[config.mk]
export PLATFORM = sky130hd
export DESIGN_NAME = debounce_edge
export DESIGN_NICKNAME = d
export VERILOG_FILES = /design/src/rtl/debounce_edge.sv
export SDC_FILE = /design/constraint.sdc
export NUM_CORES = 1
export LEC_CHECK = 0
export BUFFER_PORTS_ARGS = -buffer_cell sky130_fd_sc_hd__buf_4
export CAP_MARGIN = 20
export CORE_ASPECT_RATIO = 1.25
export CORE_MARGIN = 1
export CORE_UTILIZATION = 25
export DETAILED_ROUTE_END_ITERATION = 10
export GPL_ROUTABILITY_DRIVEN = 0
export GPL_TIMING_DRIVEN = 0
export HOLD_SLACK_MARGIN = 0.03
export REMOVE_ABC_BUFFERS = 1
export SKIP_LAST_GASP = 1
export SYNTH_ARGS = -nofsm -noshare
export SYNTH_HDL_FRONTEND = slang
export SYNTH_SLANG_ARGS = --single-unit
[constraint.sdc]
create_clock -name clk -period 1.7 [get_ports clk]
set_clock_uncertainty 0.15 [all_clocks]
set_input_delay 0 -clock clk [delete_from_list [all_inputs] [get_ports clk]]
set_output_delay 0 -clock clk [all_outputs]
set_load 0.01 [all_outputs]
[src/rtl/debounce_edge.sv]
// Push-button debouncer: two-flop synchronizer, 4-state qualification FSM,
// registered level/edge strobes, busy flag and a wrapping press counter.
module debounce_edge #(
   parameter int DEBOUNCE_CYCLES = 4,
   parameter int CNT_WIDTH       = 16
) (
   input  logic       clk,
   input  logic       rst_n,
   input  logic       btn_in,
   output logic       level_out,
   output logic       rise_pulse,
   output logic       fall_pulse,
   output logic       busy,
   output logic [7:0] press_count
);

   localparam logic [1:0] STABLE_LO = 2'd0;
   localparam logic [1:0] QUAL_HI   = 2'd1;
   localparam logic [1:0] STABLE_HI = 2'd2;
   localparam logic [1:0] QUAL_LO   = 2'd3;

   localparam logic [CNT_WIDTH-1:0] CNT_LAST = CNT_WIDTH'(DEBOUNCE_CYCLES - 1);
   localparam logic [CNT_WIDTH-1:0] CNT_ONE  = CNT_WIDTH'(1);

   logic                 sync1, sync_q;
   logic [1:0]           state, state_d;
   logic [CNT_WIDTH-1:0] cnt, cnt_d;
   logic                 level_d, rise_d, fall_d, busy_d;
   logic [7:0]           count_d;

   // NOTE: every variable gets a default before the case so no path leaves
   // one unassigned; otherwise synthesis would infer a latch.
   always_comb begin
      state_d = state;
      cnt_d   = cnt;
      level_d = level_out;
      rise_d  = 1'b0;
      fall_d  = 1'b0;
      count_d = press_count;
      case (state)
         STABLE_LO: begin
            if (sync_q) begin
               state_d = QUAL_HI;
               cnt_d   = CNT_ONE;
            end else begin
               cnt_d = '0;
            end
         end
         QUAL_HI: begin
            if (!sync_q) begin
               state_d = STABLE_LO;
               cnt_d   = '0;
            end else if (cnt == CNT_LAST) begin
               state_d = STABLE_HI;
               cnt_d   = '0;
               level_d = 1'b1;
               rise_d  = 1'b1;
               count_d = press_count + 8'd1;
            end else begin
               cnt_d = cnt + CNT_ONE;
            end
         end
         STABLE_HI: begin
            if (!sync_q) begin
               state_d = QUAL_LO;
               cnt_d   = CNT_ONE;
            end else begin
               cnt_d = '0;
            end
         end
         QUAL_LO: begin
            if (sync_q) begin
               state_d = STABLE_HI;
               cnt_d   = '0;
            end else if (cnt == CNT_LAST) begin
               state_d = STABLE_LO;
               cnt_d   = '0;
               level_d = 1'b0;
               fall_d  = 1'b1;
            end else begin
               cnt_d = cnt + CNT_ONE;
            end
         end
         default: begin
            state_d = STABLE_LO;
            cnt_d   = '0;
         end
      endcase
   end

   // busy is registered from the next state so it tracks the QUAL states exactly.
   assign busy_d = (state_d == QUAL_HI) || (state_d == QUAL_LO);

   // NOTE: sequential state uses non-blocking assignments so all flops update
   // together on the edge, independent of statement order.
   always_ff @(posedge clk or negedge rst_n) begin
      if (!rst_n) begin
         sync1       <= 1'b0;
         sync_q      <= 1'b0;
         state       <= STABLE_LO;
         cnt         <= '0;
         level_out   <= 1'b0;
         rise_pulse  <= 1'b0;
         fall_pulse  <= 1'b0;
         busy        <= 1'b0;
         press_count <= 8'd0;
      end else begin
         sync1       <= btn_in;
         sync_q      <= sync1;
         state       <= state_d;
         cnt         <= cnt_d;
         level_out   <= level_d;
         rise_pulse  <= rise_d;
         fall_pulse  <= fall_d;
         busy        <= busy_d;
         press_count <= count_d;
      end
   end

endmodule

Word level (Yosys, flattened, before mapping)
Index checks and enable logic that the tools add are counted.
{"block": "word_totals", "regBits": 32, "out_inout_bits": 12, "word_cells": 49}
{"block": "op_classes", "addsub": 2, "n_reduce_logical": 5, "eq_ne": 10, "mux": 23}
{"operator": "case mux 16 bit (4 select lines)", "n": 1}
{"operator": "2-to-1 mux 16 bit", "n": 3}
{"operator": "adder 16 x 1 -> 16 bit (second input constant)", "n": 1}
{"operator": "equality test 16 x 2 -> 1 bit (second input constant)", "n": 1}
{"operator": "2-to-1 mux 2 bit", "n": 6}
{"operator": "2-to-1 mux 1 bit", "n": 11}
{"operator": "adder 8 x 1 -> 8 bit (second input constant)", "n": 1}
{"operator": "inequality test 2 bit (second input constant)", "n": 4}
{"operator": "case mux 2 bit (4 select lines)", "n": 1}
{"operator": "equality test 2 bit (second input constant)", "n": 3}
{"operator": "AND reduction 5 bit", "n": 1}
{"operator": "equality test 2 x 1 -> 1 bit (second input constant)", "n": 2}
{"operator": "AND reduction 3 bit", "n": 1}
{"operator": "zero test 2 bit", "n": 1}
{"operator": "case mux 1 bit (2 select lines)", "n": 1}
{"operator": "nonzero test 2 bit", "n": 1}
{"operator": "logical OR 1 bit", "n": 1}

Longest topological paths before layout
Gate-level depths: netlist (run 1).
{"block": "depth", "word_depth": 6, "ltp_mapped": 6}

Worst setup path after synthesis (run 1)
Ideal clock, no wire load.
{"block": "synth_path", "path_type": "register to register", "start": "register cnt[0]", "end": "register press_count[1]", "setup_slack_ns": -0.168, "required_ns": 1.422, "path_buffers": 0, "path_stages_with_launch": 6, "arrival_time_ns": 1.591, "synth_period_minus_slack_ns": 1.868, "cell_sequence": "dfrtp_1 > ha_1 > nor4b_2 > nand4_1 > nor3_2 > mux2_1"}
{"block": "synth_between", "elab_chain_len": 2}
{"item": "start, declared", "line_no": "27", "rtl": "logic [CNT_WIDTH-1:0] cnt, cnt_d;"}
{"item": "start signal, assigned", "line_no": "111", "rtl": "cnt <= cnt_d;"}
{"item": "equality test 16 x 2 -> 1 bit", "line_no": "53", "rtl": "end else if (cnt == CNT_LAST) begin"}
{"item": "AND reduction 3 bit (no line)"}
{"item": "end signal, assigned", "line_no": "116", "rtl": "press_count <= count_d;"}
{"item": "end, declared", "line_no": "14", "rtl": "output logic [7:0] press_count"}
No other way between the ends.
A chain may end at the register's enable or synchronous reset.

Worst setup path after layout (run 1)
{"block": "layout_path", "start": "register cnt[0]", "end": "register level_out"}
{"block": "layout_between", "elab_chain_len": 3, "word_cells_on_any_way": 4, "classes_between": "eq/ne: 3; reduce/logical: 1"}
{"item": "equality test 16 x 2 -> 1 bit *", "line_no": "53, 75"}
{"item": "inequality test 2 bit (no line)"}
{"item": "AND reduction 5 bit (no line) *"}
{"item": "end signal, assigned", "line_no": "112", "rtl": "level_out <= level_d;"}
{"item": "end, declared", "line_no": "10", "rtl": "output logic level_out,"}
Mark *: on every way between the ends. The rest lies on a longest branch, timed or not.

==> results of run 1 <==
-- sequential cells by signal, summed over array words and instances, names as in the netlist --
name	flops
cnt	16
fall_pulse	1
level_out	1
press_count	8
rise_pulse	1
state	2
sync1	1
sync_q	1
-- synth_stat cells, types with 2 or more instances --
library cell / instances
nor2_1: 18
nor4_2: 2
nand4_1: 6
nor3_1: 7
o31ai_1: 2
nor4b_1: 2
nand4_2: 2
or4_1: 2
nand2_1: 6
inv_1: 5
clkbuf_1: 2
nand3_1: 9
xor2_1: 10
buf_4: 2
dfrtp_1: 31
nor4_1: 4
xnor2_1: 10
a21oi_1: 2
ha_1: 2
-- power groups by stage --
stage / clock (W) / combinational [W] / sequential, W
6_report: 0.000744 / 0.000702 / 0.000943
4_1_cts: 0.000763 / 0.000535 / 0.000924
3_5_place_dp: 0 / 0.000349 / 0.000923
3_3_place_gp: 0 / 0.000342 / 0.000920
2_1_floorplan: 0 / 0.000206 / 0.000915
5_1_grt: 0.000801 / 0.000764 / 0.000961
-- worst min-delay path by stage --
stage,depth (start not counted),startpoint,endpoint
floorplan,0,rst_n,cnt[0]$_DFF_PN0_
CTS,2,rst_n,press_count[3]$_DFFE_PN0P_
finish,2,rst_n,rise_pulse$_DFF_PN0_
global placement,1,rst_n,press_count[5]$_DFFE_PN0P_
global route,2,rst_n,press_count[3]$_DFFE_PN0P_
detailed placement,1,rst_n,press_count[4]$_DFFE_PN0P_
-- repair_timing --
| item | CTS | global route |
|---|---|---|
| endpoints found under the hold margin | 32 | 0 |
| cloned | 0 | 1 |
| resized for setup | 31 | 26 |
| hold buffers | 2 | 0 |
| pin swaps | 14 | 34 |
| endpoints found under the setup margin | 29 | 29 |
| buffers inserted | 20 | 6 |
-- metrics by stage --
stage	worst slack, ns	hold WS [ns]	TNS, ns	power [W]	util (%)
after floorplan	-0.168	-0.446	-0.507	0.00112	-
after global placement	-0.412	-0.194	-6.69	0.00126	29.5
after detailed placement	-0.432	-0.193	-7.81	0.00127	29.5
after CTS	-0.149	0.0429	-0.735	0.00222	37.3
after global routing	-0.237	0.0797	-4.69	0.00253	39.9
final	-0.143	0.0407	-1.95	0.00239	39.9
-- layout make-up --
class	instances	share of cell area, %
multi-input combinational	98	39.9
sequential	31	35.4
timing repair buffer	41	14.9
clock buffer	6	3.72
tap	64	3.61
clock inverter	2	1.58
inverter	5	0.846
-- cell families after synthesis --
kind of cell | share of synthesized area (%)
adders and majority gates | 1.69
muxes | 0.761
AOI/OAI and AO/OA | 3.64
buffers and inverters | 2.79
and+or+nand+nor | 26.8
xor gates and xnor gates | 11.8
DFF | 52.5
-- metal layers --
layer  vias to the layer above  part of all wire (%)  GRT usage (%)
li1                        578                     -              -
met1                       564                    44           15.3
met2                        26                    51           19.0
met3                        13                   2.8           2.19
met4                         0                   2.7           4.73
met5                         -                     0              0
==> results.json, run 1 <==
{
  "syn2layout_area_growth_pct": 50.0,
  "grt_usage_pct": 11.6,
  "synth_cells": 137,
  "cpPeakStageDelay_ns": 0.40,
  "yosysSeqAreaShare_pct": 52.5,
  "nFillCells": 522,
  "cp_max_fo": 7,
  "period_minus_slack_ns": 1.84,
  "ir_drop_v": 0.000323,
  "antenna_left": 0,
  "synth_area_leaders": "dfrtp_1 52%, xnor2_1 5.9%, xor2_1 5.9%",
  "worstSkewPairLatency_ns": 0.28,
  "yosysUniqueCellTypes": 32,
  "path_cells": "ha_4 > nor4b_4 > buf_4 > nand4_4 > buf_6 > a211o_1",
  "nNetsFinal": 187,
  "die_w_um": 70.8,
  "root_buffer": "clkbuf_8",
  "finalSetupViolCount": 25,
  "status": "finished with violations",
  "design_area_um2": 2220,
  "async_flop_share_pct": 100,
  "drive_above_1_share_pct": 49.2,
  "r2r_slack_ns": -0.14,
  "grt_pass1_wl_mm": 5.62,
  "placed_cell_area_um2": 1640,
  "io_pins": 15,
  "routed_wl_mm": 3.52,
  "final_cells": 247,
  "relSlewSlack_pct": 68.0,
  "fmax_ghz": 0.542,
  "clk_path_buf_depth": 2,
  "drc": 0,
  "cp-endpoint": "level_out$_DFFE_PN0P_",
  "syn_area_um2": 1480,
  "clk_pin_slew_worst_paths_ns": 0.07,
  "seqPwrFrac_pct": 39.5,
  "die_h_um": 88.0,
  "multi_input_area_um2": 886,
  "drt_iter0_markers": 75,
  "rr_worst_depth": 6,
  "viasPerCell": 4.78,
  "synth_flop_cell": "dfrtp_1",
  "die-area_um2": 6230,
  "yosysTopAreaCell": "dfrtp_1",
  "ys_seq_elements": 31,
  "grt_overflow": 0,
  "r2r-end": "level_out$_DFFE_PN0P_",
  "grt_max_degree": 32,
  "power.share.clock_pct": 31.2,
  "path_depth": 6,
  "violations": "setup timing",
  "timing.critical_path.buf_inv": 2,
  "row_count": 30,
  "vias": 1181,
  "h-tree-depth": 2,
  "path_class": "reg -> reg",
  "power_leakage_nw": 0.950,
  "coreArea_um2": 5560,
  "hold_class": "in -> async",
  "crit_arrival_ns": 1.86,
  "timing.final.crit_share_pct": 108,
  "end_kind": "register",
  "cp-startpoint": "cnt[0]$_DFF_PN0_",
  "cts_buffers": 5,
  "wl_per_cell_um": 14.3,
  "seqCellArea_um2": 785,
  "power.density_nw_per_um2": 1080,
  "antenna_found_initial": 0,
  "grt_pass1_vias": 1140,
  "crit_family": "simple AND/OR/NAND/NOR gates",
  "hold_viol_final": 0,
  "rsz0062_at_grt": "yes",
  "drv_slew": 0,
  "yosysWarnings": 0,
  "cp-start-kind": "register",
  "slowest_stage": "dfrtp_1",
  "synth_edf_count": 0,
  "crit_required_ns": 1.72,
  "syn_avg_cell_area_um2": 10.8,
  "yosysTopAreaCellShare_pct": 52.5,
  "swShare_pct": 31.9,
  "r2r-start": "cnt[0]$_DFF_PN0_",
  "final_common_cell": "buf_4",
  "insertedDiodeCount": 0,
  "cts_tree": "done",
  "p_int_w": 0.00163,
  "cts_sinks": 31,
  "combPwrFrac_pct": 29.4,
  "start_util_pct": 26.6,
  "dp_hpwl_mm": 1.83,
  "drt-pass1-iter-count": 6,
  "dp_cells": 211,
  "switchingPower_w": 0.000761,
  "final_cell_mix": "34 x buf_4, 24 x dfrtp_1, 10 x xor2_1, 10 x xnor2_1, 10 x nor2_2",
  "setup_slack_ns": -0.143,
  "worstMarginPinSlew_ns": 0.478,
  "drv_cap": 0,
  "io_buffers": 14
}
Power figures use the tool's default switching activity.
==> run 2: changes to the inputs <==
- clock period: 1.7 -> 2.14 ns (I/O delays scaled with it)
==> results.json, run 2 (synthesis results as in run 1) <==
{
  "clk_path_buf_depth": 2,
  "grt_max_degree": 32,
  "largest_reg_flops": 16,
  "h-tree-depth": 2,
  "coreArea_um2": 5560,
  "antenna_left": 0,
  "grt_usage_pct": 9.53,
  "die_h_um": 88.0,
  "power_leakage_nw": 0.791,
  "top_regs": "cnt: 16 flops, press_count: 8 flops, state: 2 flops",
  "cp-endpoint": "press_count[1]$_DFFE_PN0P_",
  "row_count": 30,
  "hold_class": "in -> async",
  "final_cell_mix": "31 x dfrtp_1, 18 x nor2_1, 16 x buf_4",
  "period_minus_slack_ns": 2.05,
  "multi_input_area_um2": 719,
  "rsz0062_at_grt": "yes",
  "finalSetupViolCount": 0,
  "final_cells": 223,
  "die_w_um": 70.8,
  "cts_tree": "done",
  "worstSkewPairLatency_ns": 0.28,
  "cp_max_fo": 4,
  "final_core_util_pct": 33.3,
  "cts_sinks": 31,
  "power.density_nw_per_um2": 875,
  "io_pins": 15,
  "dp_hpwl_mm": 1.83,
  "drt_iter0_markers": 49,
  "die-area_um2": 6230,
  "regMostFlops": "cnt",
  "crit_required_ns": 2.15,
  "syn2layout_area_growth_pct": 25.2,
  "drive_above_1_share_pct": 22.0,
  "tns_ns": 0,
  "vias": 1044,
  "cts_buffers": 5,
  "routed_wl_mm": 2.80,
  "drv_cap": 0,
  "final_common_cell": "dfrtp_1",
  "grt_pass1_vias": 960,
  "nNetsFinal": 163,
  "antenna_found_initial": 0,
  "drc": 0,
  "crit_arrival_ns": 2.06,
  "r2r-end": "press_count[1]$_DFFE_PN0P_",
  "start_util_pct": 26.6,
  "wl_per_cell_um": 12.6,
  "grt_pass1_wl_mm": 4.56,
  "fmax_ghz": 0.488,
  "timing.final.crit_share_pct": 95.8,
  "rr_worst_depth": 5,
  "nFillCells": 568,
  "p_total_w": 0.00162,
  "ir_drop_v": 0.000232,
  "drt-pass1-iter-count": 6,
  "whs_ns": 0.0403,
  "viasPerCell": 4.68,
  "r2r-start": "cnt[0]$_DFF_PN0_",
  "seqCellArea_um2": 776,
  "cp-start-kind": "register",
  "cp-startpoint": "cnt[0]$_DFF_PN0_",
  "path_class": "reg -> reg",
  "grt_overflow": 0,
  "r2r_slack_ns": 0.09,
  "clk_pin_slew_worst_paths_ns": 0.07,
  "dp_cells": 211,
  "relSlewSlack_pct": 59.3,
  "drv_slew": 0,
  "io_buffers": 14,
  "end_kind": "register",
  "worstMarginPinSlew_ns": 0.608,
  "hold_viol_final": 0,
  "status": "complete, no violations",
  "insertedDiodeCount": 0,
  "root_buffer": "clkbuf_8"
}
[run 2: metal layers]
layer,vias up,part of all wire [%],track usage (%)
li1,520,-,-
met1,497,47,12.4
met2,18,48,14.8
met3,9,2.5,2.30
met4,0,2.7,4.91
met5,-,0,0
[run 2: how the worst min path moves through the flow]
stage               start  depth (start not counted)                    endpoint  slack, ns
finish              rst_n                          2        rise_pulse$_DFF_PN0_       0.04
global route        rst_n                          2  press_count[3]$_DFFE_PN0P_       0.08
CTS                 rst_n                          2  press_count[3]$_DFFE_PN0P_       0.04
detailed placement  rst_n                          1  press_count[4]$_DFFE_PN0P_      -0.19
global placement    rst_n                          1  press_count[5]$_DFFE_PN0P_      -0.19
floorplan           rst_n                          0            cnt[0]$_DFF_PN0_      -0.45
[run 2: stage by stage]
| step | instance area (µm²) | worst slack [ns] |
|---|---|---|
| after floorplan | 1460 | 0.272 |
| after global placement | 1640 | 0.0280 |
| after detailed placement | 1640 | 0.00761 |
| after CTS | 1790 | 0.0219 |
| after global routing | 1850 | -0.00598 |
| final | 1850 | 0.0891 |
[run 2: layout make-up]
cell class	instances	share of cell area, %
Clock buffer	6	4.46
Clock inverter	2	1.89
Inverter	5	1.01
Multi-Input combinational cell	97	38.9
Sequential cell	31	41.9
Tap cell	64	4.32
Timing Repair Buffer	18	7.57
[run 2: timing repair]
action / in CTS / in global routing
setup endpoints to repair: 1 / 11
hold buffers: 2 / 0
hold endpoints to repair: 32 / 0
gates resized for setup: 1 / 7
pin swaps: 0 / 3
setup buffers: 0 / 2
[run 2: critical path, stage by stage (launching register included)]
cell     delay [ns]
dfrtp_1        0.42
ha_4           0.18
nor4b_4        0.31
nand4_1        0.24
nor3_4         0.29
mux2_1         0.34
[run 2: power by group]
part	switching, W	leakage, nW	total (W)	internal, W
Combinational	0.000164	0.313	0.000303	0.000138
Clock	0.000209	0.0612	0.000586	0.000376
Sequential	0.0000862	0.416	0.000731	0.000645
Total	0.000460	0.791	0.00162	0.00116
==> run 3: changes to the inputs <==
- PLACE_DENSITY: default -> 0.49
- SETUP_SLACK_MARGIN: default -> 0.3
==> results.json, run 3 (synthesis results as in run 1) <==
{
  "cpPeakStageDelay_ns": 0.46,
  "clk_pin_slew_worst_paths_ns": 0.06,
  "tns_ns": 0,
  "wl_per_cell_um": 14.9,
  "power_leakage_nw": 0.853,
  "multi_input_area_um2": 817,
  "rr_worst_depth": 4,
  "r2r_slack_ns": 0.27,
  "row_count": 30,
  "timing.critical_path.buf_inv": 0,
  "io_buffers": 14,
  "final_cell_mix": "29 x buf_4, 23 x dfrtp_1, 10 x xor2_1, 10 x xnor2_1, 10 x nor2_1",
  "nFillCells": 549,
  "drive_above_1_share_pct": 42.4,
  "r2r-start": "cnt[8]$_DFF_PN0_",
  "fmax_ghz": 0.536,
  "cts_buffers": 5,
  "final_common_cell": "buf_4",
  "use_met2_pct": 18.7,
  "drc": 0,
  "die_w_um": 70.8,
  "slowest_stage": "dfrtp_2",
  "grt_pass1_vias": 1170,
  "cp-start-kind": "register",
  "ir_drop_v": 0.000407,
  "grt_pass1_wl_mm": 5.50,
  "rsz0062_at_grt": "yes",
  "met1_usage_pct": 14.0,
  "final_cells": 236,
  "top_regs": "cnt: 16 flops, press_count: 8 flops, state: 2 flops",
  "io_pins": 15,
  "cp_max_fo": 5,
  "h-tree-depth": 2,
  "drv_cap": 0,
  "worstMarginPinSlew_ns": 0.545,
  "antenna_found_initial": 0,
  "power.density_nw_per_um2": 820,
  "insertedDiodeCount": 0,
  "timing.final.crit_share_pct": 87.2,
  "whs_ns": 0.0459,
  "start_util_pct": 26.6,
  "routed_wl_mm": 3.51,
  "grt_overflow": 0,
  "use_met3_pct": 4.26,
  "grt_max_degree": 32,
  "drv_slew": 0,
  "crit_required_ns": 2.16,
  "period_minus_slack_ns": 1.87,
  "nNetsFinal": 177,
  "relSlewSlack_pct": 63.6,
  "drt-pass1-iter-count": 4,
  "die_h_um": 88.0,
  "hold_viol_final": 0,
  "die-area_um2": 6230,
  "r2r-end": "press_count[1]$_DFFE_PN0P_",
  "syn2layout_area_growth_pct": 37.1,
  "busiest_layer": "met2",
  "p_total_w": 0.00166,
  "cts_tree": "done",
  "vias": 1182,
  "path_cells": "nor4_4 > nand4_1 > nor3_4 > mux2_4",
  "drt_iter0_markers": 106,
  "status": "complete, no violations",
  "largest_reg_flops": 16,
  "viasPerCell": 5.01,
  "grt_usage_pct": 11.6,
  "hold_class": "in -> async",
  "path_class": "reg -> reg",
  "coreArea_um2": 5560,
  "end_kind": "register",
  "dp_hpwl_mm": 2.07,
  "crit_family": "simple AND/OR/NAND/NOR gates",
  "worstSkewPairLatency_ns": 0.28,
  "finalSetupViolCount": 0,
  "clk_path_buf_depth": 2,
  "seqCellArea_um2": 786,
  "cts_sinks": 31,
  "dp_cells": 211,
  "regMostFlops": "cnt",
  "crit_arrival_ns": 1.88,
  "root_buffer": "clkbuf_8",
  "antenna_left": 0
}
## run 3: cell types whose count changed in the layout (fill, tap and decap cells not counted), sizes merged
cell / previous run / this run
buf: 16 / 29
bufinv: 1 / 0
nand3: 9 / 10
## run 3: routing by layer
metal / wire length [µm] / share of wire (%)
met5: 0 / 0
met4: 59 / 1.7
met3: 158 / 4.5
met2: 1700 / 49
met1: 1590 / 45
## run 3: final cells by class
cell class              instances  area share, %
multi-input cells              98           40.3
flip-flops and latches         31           38.8
repair buffers                 31           11.7
clock buffers                   6           4.07
well taps                      64           3.95
inverters                       5          0.926
clock inverters                 1          0.247
## run 3: worst max-delay path by stage
stage,start,endpoint,slack (ns),depth (start not counted)
floorplan,cnt[0]$_DFF_PN0_,press_count[1]$_DFFE_PN0P_,0.27,5
global placement,cnt[0]$_DFF_PN0_,press_count[1]$_DFFE_PN0P_,0.04,5
detailed placement,cnt[0]$_DFF_PN0_,press_count[1]$_DFFE_PN0P_,0.01,5
CTS,cnt[0]$_DFF_PN0_,press_count[1]$_DFFE_PN0P_,0.24,5
global route,cnt[8]$_DFF_PN0_,press_count[1]$_DFFE_PN0P_,0.18,4
finish,cnt[8]$_DFF_PN0_,press_count[1]$_DFFE_PN0P_,0.27,4
## run 3: metrics by stage
step | area [µm²] | worst slack (ns) | utilization (%)
detailed placement | 1640 | 0.0126 | 29.5
global placement | 1640 | 0.0394 | 29.5
floorplan | 1460 | 0.272 | -
finish | 2030 | 0.274 | 36.5
CTS | 1880 | 0.243 | 33.9
global route | 2030 | 0.182 | 36.5
## run 3: repair_timing
action                                 4_1_cts  5_1_grt
gates resized for setup                     16       22
hold buffers                                 2        0
setup endpoints to repair                   26       24
buffers inserted                             7        8
endpoints found under the hold margin       32        0
gates cloned                                 0        1
pin swaps                                    5       22
## run 3: worst reg2reg max path: cells and delay by family (launching register included)
| family | cells | cell delay [ns] |
|---|---|---|
| and+or+nand+nor | 3 | 0.82 |
| DFF | 1 | 0.46 |
| muxes | 1 | 0.32 |
## run 3: report_power, final
group | total [W] | internal [W] | switching, W | leakage [nW]
Clock | 0.000463 | 0.000252 | 0.000211 | 0.0470
Combinational | 0.000432 | 0.000203 | 0.000229 | 0.402
Sequential | 0.000766 | 0.000649 | 0.000117 | 0.404
